**src/rtl/byte_pack_register_pkg.sv**
```systemverilog
// Shared definitions for the byte-pack data register: FunSel encodings and
// the width helper for the byte fill counter.
package dr_pkg;

  localparam logic [2:0] DR_LOADS = 3'b000;
  localparam logic [2:0] DR_LOADZ = 3'b001;
  localparam logic [2:0] DR_SHL   = 3'b010;
  localparam logic [2:0] DR_SHR   = 3'b011;
  localparam logic [2:0] DR_CLR   = 3'b100;
  localparam logic [2:0] DR_SWAP  = 3'b101;

  // Bits needed to hold a byte count in the range 0..nbytes inclusive.
  function automatic int count_w(input int nbytes);
    return $clog2(nbytes + 1);
  endfunction

endpackage

```
**src/rtl/byte_pack_register_if.sv**
```systemverilog
// Byte-in / word-out bus of the byte-pack register. The master side drives
// bytes and operations; the slave side returns the word and its fill status.
interface byte_pack_register_if #(
  parameter int WORD_W = 32,
  parameter int BYTE_W = 8
);
  localparam int NBYTES = WORD_W / BYTE_W;
  localparam int CNT_W  = dr_pkg::count_w(NBYTES);

  logic [BYTE_W-1:0] I;
  logic [2:0]        FunSel;
  logic              E;
  logic              Ready;
  logic [WORD_W-1:0] DROut;
  logic [CNT_W-1:0]  Count;
  logic              Valid;
  logic              Overflow;

  modport master (
    output I, FunSel, E, Ready,
    input  DROut, Count, Valid, Overflow
  );

  modport slave (
    input  I, FunSel, E, Ready,
    output DROut, Count, Valid, Overflow
  );

endinterface

```
**src/rtl/byte_pack_register_fill_counter.sv**
```systemverilog
// Saturating byte-fill counter with consume, stall and sticky overflow.
// state   | meaning
// EMPTY   | count == 0
// FILLING | 0 < count < NBYTES
// FULL    | count == NBYTES, valid asserted until consumed
module byte_fill_counter
  import dr_pkg::*;
#(
  parameter int   NBYTES = 4,
  localparam int  CNT_W  = count_w(NBYTES)
) (
  input  logic             clk,
  input  logic             rst_n,
  input  logic             e,
  input  logic [2:0]       funsel,
  input  logic             ready,
  output logic [CNT_W-1:0] count,
  output logic             valid,
  output logic             overflow,
  output logic             fill_ok
);

  localparam logic [CNT_W-1:0] FULL_CNT = CNT_W'(NBYTES);

  logic             is_fill;
  logic             consume;
  logic             stall;
  logic [CNT_W-1:0] cnt_next;
  logic             ovf_next;

  always_comb begin
    is_fill  = e && (funsel == DR_SHL || funsel == DR_SHR);
    consume  = valid && ready;
    stall    = is_fill && valid && !ready;
    fill_ok  = !stall;
    cnt_next = consume ? '0 : count;
    ovf_next = overflow;
    if (e) begin
      case (funsel)
        DR_LOADS, DR_LOADZ: cnt_next = CNT_W'(1);
        DR_SHL, DR_SHR: begin
          if (stall) begin
            cnt_next = count;
            ovf_next = 1'b1;
          end else if (consume) begin
            cnt_next = CNT_W'(1);
          end else if (count != FULL_CNT) begin
            cnt_next = count + CNT_W'(1);
          end
        end
        DR_CLR: begin
          cnt_next = '0;
          ovf_next = 1'b0;
        end
        // SWAP and the unused codes leave the count alone apart from a consume
        default: ;
      endcase
    end
  end

  always_ff @(posedge clk or negedge rst_n) begin
    if (!rst_n) begin
      count    <= '0;
      valid    <= 1'b0;
      overflow <= 1'b0;
    end else begin
      count    <= cnt_next;
      valid    <= (cnt_next == FULL_CNT);
      overflow <= ovf_next;
    end
  end

endmodule

```
**src/rtl/byte_pack_register.sv**
```systemverilog
// Assembles a WORD_W-bit operand from BYTE_W-bit memory bytes with load,
// shift-fill, clear and byte-swap, handing complete words to the consumer.
module byte_pack_register
  import dr_pkg::*;
#(
  parameter int WORD_W = 32,
  parameter int BYTE_W = 8
) (
  input logic                 Clock,
  input logic                 Reset,
  byte_pack_register_if.slave bus
);

  localparam int NBYTES = WORD_W / BYTE_W;
  localparam int CNT_W  = count_w(NBYTES);

  logic [WORD_W-1:0] dr_q;
  logic [WORD_W-1:0] swapped;
  logic [CNT_W-1:0]  count;
  logic              valid;
  logic              overflow;
  logic              fill_ok;

  byte_fill_counter #(.NBYTES(NBYTES)) u_fill_counter (
    .clk      (Clock),
    .rst_n    (Reset),
    .e        (bus.E),
    .funsel   (bus.FunSel),
    .ready    (bus.Ready),
    .count    (count),
    .valid    (valid),
    .overflow (overflow),
    .fill_ok  (fill_ok)
  );

  always_comb begin
    swapped = '0;
    for (int k = 0; k < NBYTES; k++) begin
      swapped[k*BYTE_W +: BYTE_W] = dr_q[(NBYTES-1-k)*BYTE_W +: BYTE_W];
    end
  end

  // A blocked fill (word full, consumer not ready) must leave the word intact.
  always_ff @(posedge Clock or negedge Reset) begin
    if (!Reset) begin
      dr_q <= '0;
    end else if (bus.E) begin
      case (bus.FunSel)
        DR_LOADS: dr_q <= {{(WORD_W-BYTE_W){bus.I[BYTE_W-1]}}, bus.I};
        DR_LOADZ: dr_q <= {{(WORD_W-BYTE_W){1'b0}}, bus.I};
        DR_SHL:   if (fill_ok) dr_q <= {dr_q[WORD_W-BYTE_W-1:0], bus.I};
        DR_SHR:   if (fill_ok) dr_q <= {bus.I, dr_q[WORD_W-1:BYTE_W]};
        DR_CLR:   dr_q <= '0;
        DR_SWAP:  dr_q <= swapped;
        default:  ;
      endcase
    end
  end

  assign bus.DROut    = dr_q;
  assign bus.Count    = count;
  assign bus.Valid    = valid;
  assign bus.Overflow = overflow;

endmodule

```
**src/flat_wrapper.sv**
```systemverilog
// flat-port wrapper written by rule: the top's interface ports become plain ports
module byte_pack_register_flat import dr_pkg::*;
#(
  parameter int WORD_W = 32,
  parameter int BYTE_W = 8
)
  (Clock, Reset, bus_I, bus_FunSel, bus_E, bus_Ready, bus_DROut, bus_Count, bus_Valid, bus_Overflow);
  byte_pack_register_if #(.WORD_W(WORD_W), .BYTE_W(BYTE_W)) bus_i ();
  input logic Clock;
  input logic Reset;
  input wire logic [$bits(bus_i.I)-1:0] bus_I;
  input wire logic [$bits(bus_i.FunSel)-1:0] bus_FunSel;
  input wire logic [$bits(bus_i.E)-1:0] bus_E;
  input wire logic [$bits(bus_i.Ready)-1:0] bus_Ready;
  output wire logic [$bits(bus_i.DROut)-1:0] bus_DROut;
  output wire logic [$bits(bus_i.Count)-1:0] bus_Count;
  output wire logic [$bits(bus_i.Valid)-1:0] bus_Valid;
  output wire logic [$bits(bus_i.Overflow)-1:0] bus_Overflow;
  assign bus_i.I = bus_I;
  assign bus_i.FunSel = bus_FunSel;
  assign bus_i.E = bus_E;
  assign bus_i.Ready = bus_Ready;
  assign bus_DROut = bus_i.DROut;
  assign bus_Count = bus_i.Count;
  assign bus_Valid = bus_i.Valid;
  assign bus_Overflow = bus_i.Overflow;
  byte_pack_register #(.WORD_W(WORD_W), .BYTE_W(BYTE_W)) u_core (.Clock(Clock), .Reset(Reset), .bus(bus_i));
endmodule
```
**config.mk**
```make
export PLATFORM = sky130hd
export DESIGN_NAME = byte_pack_register_flat
export DESIGN_NICKNAME = d
export VERILOG_FILES = /design/src/rtl/byte_pack_register_pkg.sv /design/src/rtl/byte_pack_register_if.sv /design/src/rtl/byte_pack_register_fill_counter.sv /design/src/rtl/byte_pack_register.sv /design/src/flat_wrapper.sv
export SDC_FILE = /design/constraint.sdc
export NUM_CORES = 1
export LEC_CHECK = 0
export ABC_AREA = 0
export CORE_UTILIZATION = 45
export DETAILED_ROUTE_END_ITERATION = 12
export GPL_ROUTABILITY_DRIVEN = 0
export PLACE_DENSITY = 0.73
export SYNTH_ARGS = -nofsm -noshare
export SYNTH_HDL_FRONTEND = slang
export SYNTH_HIERARCHICAL = 1
export SYNTH_SLANG_ARGS = --single-unit
```
**constraint.sdc**
```tcl
create_clock -name Clock -period 1.7 [get_ports Clock]
set_input_delay 0.34 -clock Clock [delete_from_list [all_inputs] [get_ports Clock]]
set_output_delay 0.34 -clock Clock [all_outputs]
set_load 0.02 [all_outputs]
```
==> impl_metrics.env <==
export IMPL_cts_tree="done"
export IMPL_path_max_fanout=6
export IMPL_postLayoutCellArea_sq_um=3220
export IMPL_fp_dieH_um=72.3
export IMPL_grt_overflow_total=0
export IMPL_end_kind="register"
export IMPL_fin_crit_ns=1.70
export IMPL_worstPathArrival_ns=1.88
export IMPL_synth_top_cell_by_area="dfrtp_1"
export IMPL_drv_cap=0
export IMPL_irDropWorstVdd_mv=0.672
export IMPL_fin_setup_tns_ns=0
export IMPL_wl_per_cell_um=15.8
export IMPL_post_dp_cell_area_sq_um=2950
export IMPL_ant_nets=0
export IMPL_grt_pass1_wl_um=9330
export IMPL_yosys_warnings=6
export IMPL_worst_slew_pin_slew_ns=0.423
export IMPL_clock_latency_ns=0.29
export IMPL_io_buffer_count=51
export IMPL_drt_pass1_iter_count=4
export IMPL_yosys_top_cells_count="39 x nand2_1, 37 x dfrtp_1, 25 x mux2i_1, 24 x o22a_1, 24 x o2bb2ai_1"
export IMPL_cts_buffer_depth=2
export IMPL_cts_buffers=5
export IMPL_io_pins=52
export IMPL_path_clk_slew_ns=0.08
export IMPL_htree_num_levels=2
export IMPL_netlist_instances=220
export IMPL_period_share=0.999
export IMPL_instances_no_fill=359
export IMPL_synth_most_common_cell="nand2_1"
export IMPL_slew_headroom=0.714
export IMPL_crit_type="input port to register"
export IMPL_leakage_nw=1.58
export IMPL_place_hpwl_um=3520
export IMPL_worst_hold_slack_ns=-0.00213
export IMPL_setup_slack_ns=0.00254
export IMPL_wl_um=5690
export IMPL_finalHoldViolCount=2
export IMPL_pre_cts_slack_ns=-0.488
export IMPL_grt_usage=0.233
export IMPL_hold_buffers=0
export IMPL_cts_root_buf="clkbuf_8"
export IMPL_grt_setup_unrepaired="yes"
export IMPL_timing_final_max_slew_violations=0
export IMPL_p_per_area_nw_per_um2=851
export IMPL_start_util=0.471
export IMPL_async_flop_share=1.00
export IMPL_grt_pass1_vias=1893
export IMPL_die_area_sq_um=5230
export IMPL_setup_viol=0
export IMPL_die_w_um=72.3
export IMPL_syn_num_nets=237
export IMPL_crit_path_start_kind="input port"
export IMPL_area_growth_pct=45.0
export IMPL_synth_cell_types=32
export IMPL_synth_edf_count=0
export IMPL_min_path_type="input port to async pin"
export IMPL_antennaDiodeCount=0
export IMPL_cts_sinks=37
export IMPL_grt_max_degree=38
export IMPL_syn_area_per_cell_sq_um=10.1
export IMPL_critPathRequiredTime_ns=1.88
export IMPL_dp_cells=344
export IMPL_drc=0
export IMPL_violations="hold timing"
export IMPL_drt_iter0_drc=162
export IMPL_drive_above_1_share=0.182
export IMPL_antenna_found_initial=0
export IMPL_synth_area_leaders="dfrtp_1 42%, mux2i_1 11%, o22a_1 9.5%"
export IMPL_synth_ff_type="dfrtp_1"
export IMPL_fillers=374
export IMPL_synth_yosys_seq_area_share=0.416
export IMPL_rows=25
export IMPL_power_total_mw=2.74
export IMPL_vias=1983
export IMPL_final_nets=308
export IMPL_yosysTopAreaCellShare=0.416
export IMPL_fmax_ghz=0.589
export IMPL_status="finished with violations"
export IMPL_core_sq_um=4720
export IMPL_synth_seq_cells=37
export IMPL_netlist_area_sq_um=2220
export IMPL_fin_worst_skew_ns=0.00385
export IMPL_viasPerCell=5.52
per-layer routing:
metal | GRT usage | share of wire
met3 | 0.0347 | 0.048
met5 | 0 | 0
met2 | 0.361 | 0.46
met1 | 0.329 | 0.47
met4 | 0.0871 | 0.019
path summary, 6_finish.rpt:
kind	end	depth (start not counted)	slack, ns	startpoint
setup reg to reg	u_core/bus.DROut[18]	7	0.01	u_core/u_fill_counter/valid
setup / recovery	u_core/bus.DROut[18]	8	0.003	bus_FunSel[1]
hold / removal	u_core/bus.DROut[16]	2	-0.002	Reset
min in group Clock	u_core/u_fill_counter/overflow	2	0.54	u_core/u_fill_counter/overflow
max in group asynchronous	u_core/u_fill_counter/valid	2	1.50	Reset
hold reg to reg	u_core/u_fill_counter/overflow	2	0.54	u_core/u_fill_counter/overflow
placed cells by master (no fill, tap or decap), types with 2 or more instances in the layout:
master           synthesis  routed
nand2_1                 39      38
dfrtp_1                 37      36
mux2i_1                 25      25
clkdlybuf4s50_1          0      24
o2bb2ai_1               24      24
o22a_1                  24      24
buf_4                    0      19
dlymetal6s2s_1           0      18
nor2_1                  10       9
dlygate4sd2_1            0       7
buf_12                   0       7
a41oi_1                  7       7
inv_1                    6       6
clkbuf_8                 0       5
nand3_1                  5       5
clkinv_2                 0       2
buf_16                   0       2
buf_2                   12       2
a21oi_2                  2       2
nor2b_1                  4       2
a21oi_1                  2       2
nor2b_4                  1       2
ha_1                     2       2
layout make-up:
cell class | count | area (sq um) | share of cell area
clock buffer | 6 | 72.6 | 0.0225
clock inverter | 2 | 10.0 | 0.00310
inverter | 6 | 22.5 | 0.00698
multi-input combinational | 160 | 1200 | 0.371
sequential | 37 | 927 | 0.288
tap | 67 | 83.8 | 0.0260
timing repair buffer | 81 | 911 | 0.282
state kept, by name (all words and copies together) (netlist names):
signal / flops
u_core/bus.DROut: 32
u_core/u_fill_counter/count: 3
u_core/u_fill_counter/overflow: 1
u_core/u_fill_counter/valid: 1
logic make-up (layout without fill, tap and decap cells):
kind of cell | Yosys count | count (layout) | share of synthesized area
compound gates | 67 | 67 | 0.262
simple gates | 64 | 64 | 0.134
flops | 37 | 37 | 0.416
mux | 27 | 27 | 0.124
buf+inv | 23 | 95 | 0.0523
fa+ha+maj | 2 | 2 | 0.0113
through the flow:
| step | util | hold slack [ns] |
|---|---|---|
| after CTS | 0.667 | 0.00512 |
| after global placement | 0.625 | 0.322 |
| after floorplan | - | 0.0444 |
| final | 0.683 | -0.00213 |
| after detailed placement | 0.625 | 0.325 |
| after global routing | 0.683 | 0.0189 |
repair_timing:
item | 4_1_cts | 5_1_grt
endpoints found under the setup margin | 35 | 42
cloned | 2 | 1
endpoints found under the hold margin | 0 | 0
pin swaps | 2 | 26
gates resized for setup | 14 | 19
setup buffers | 4 | 0
critical path, stage by stage:
cell,delay [ns]
dlygate4sd2_1,0.25
and3b_2,0.23
nand2_2,0.10
nand2b_4,0.06
a221o_2,0.44
buf_12,0.16
clkbuf_16,0.15
o22a_1,0.15
power breakdown:
group	leakage, nW	internal (mW)	switching (mW)	total (mW)
clock network	0.0450	0.284	0.322	0.606
registers	0.439	1.01	0.151	1.16
logic	1.09	0.511	0.469	0.980
total	1.58	1.80	0.941	2.74
Power figures use the tool's default switching activity.
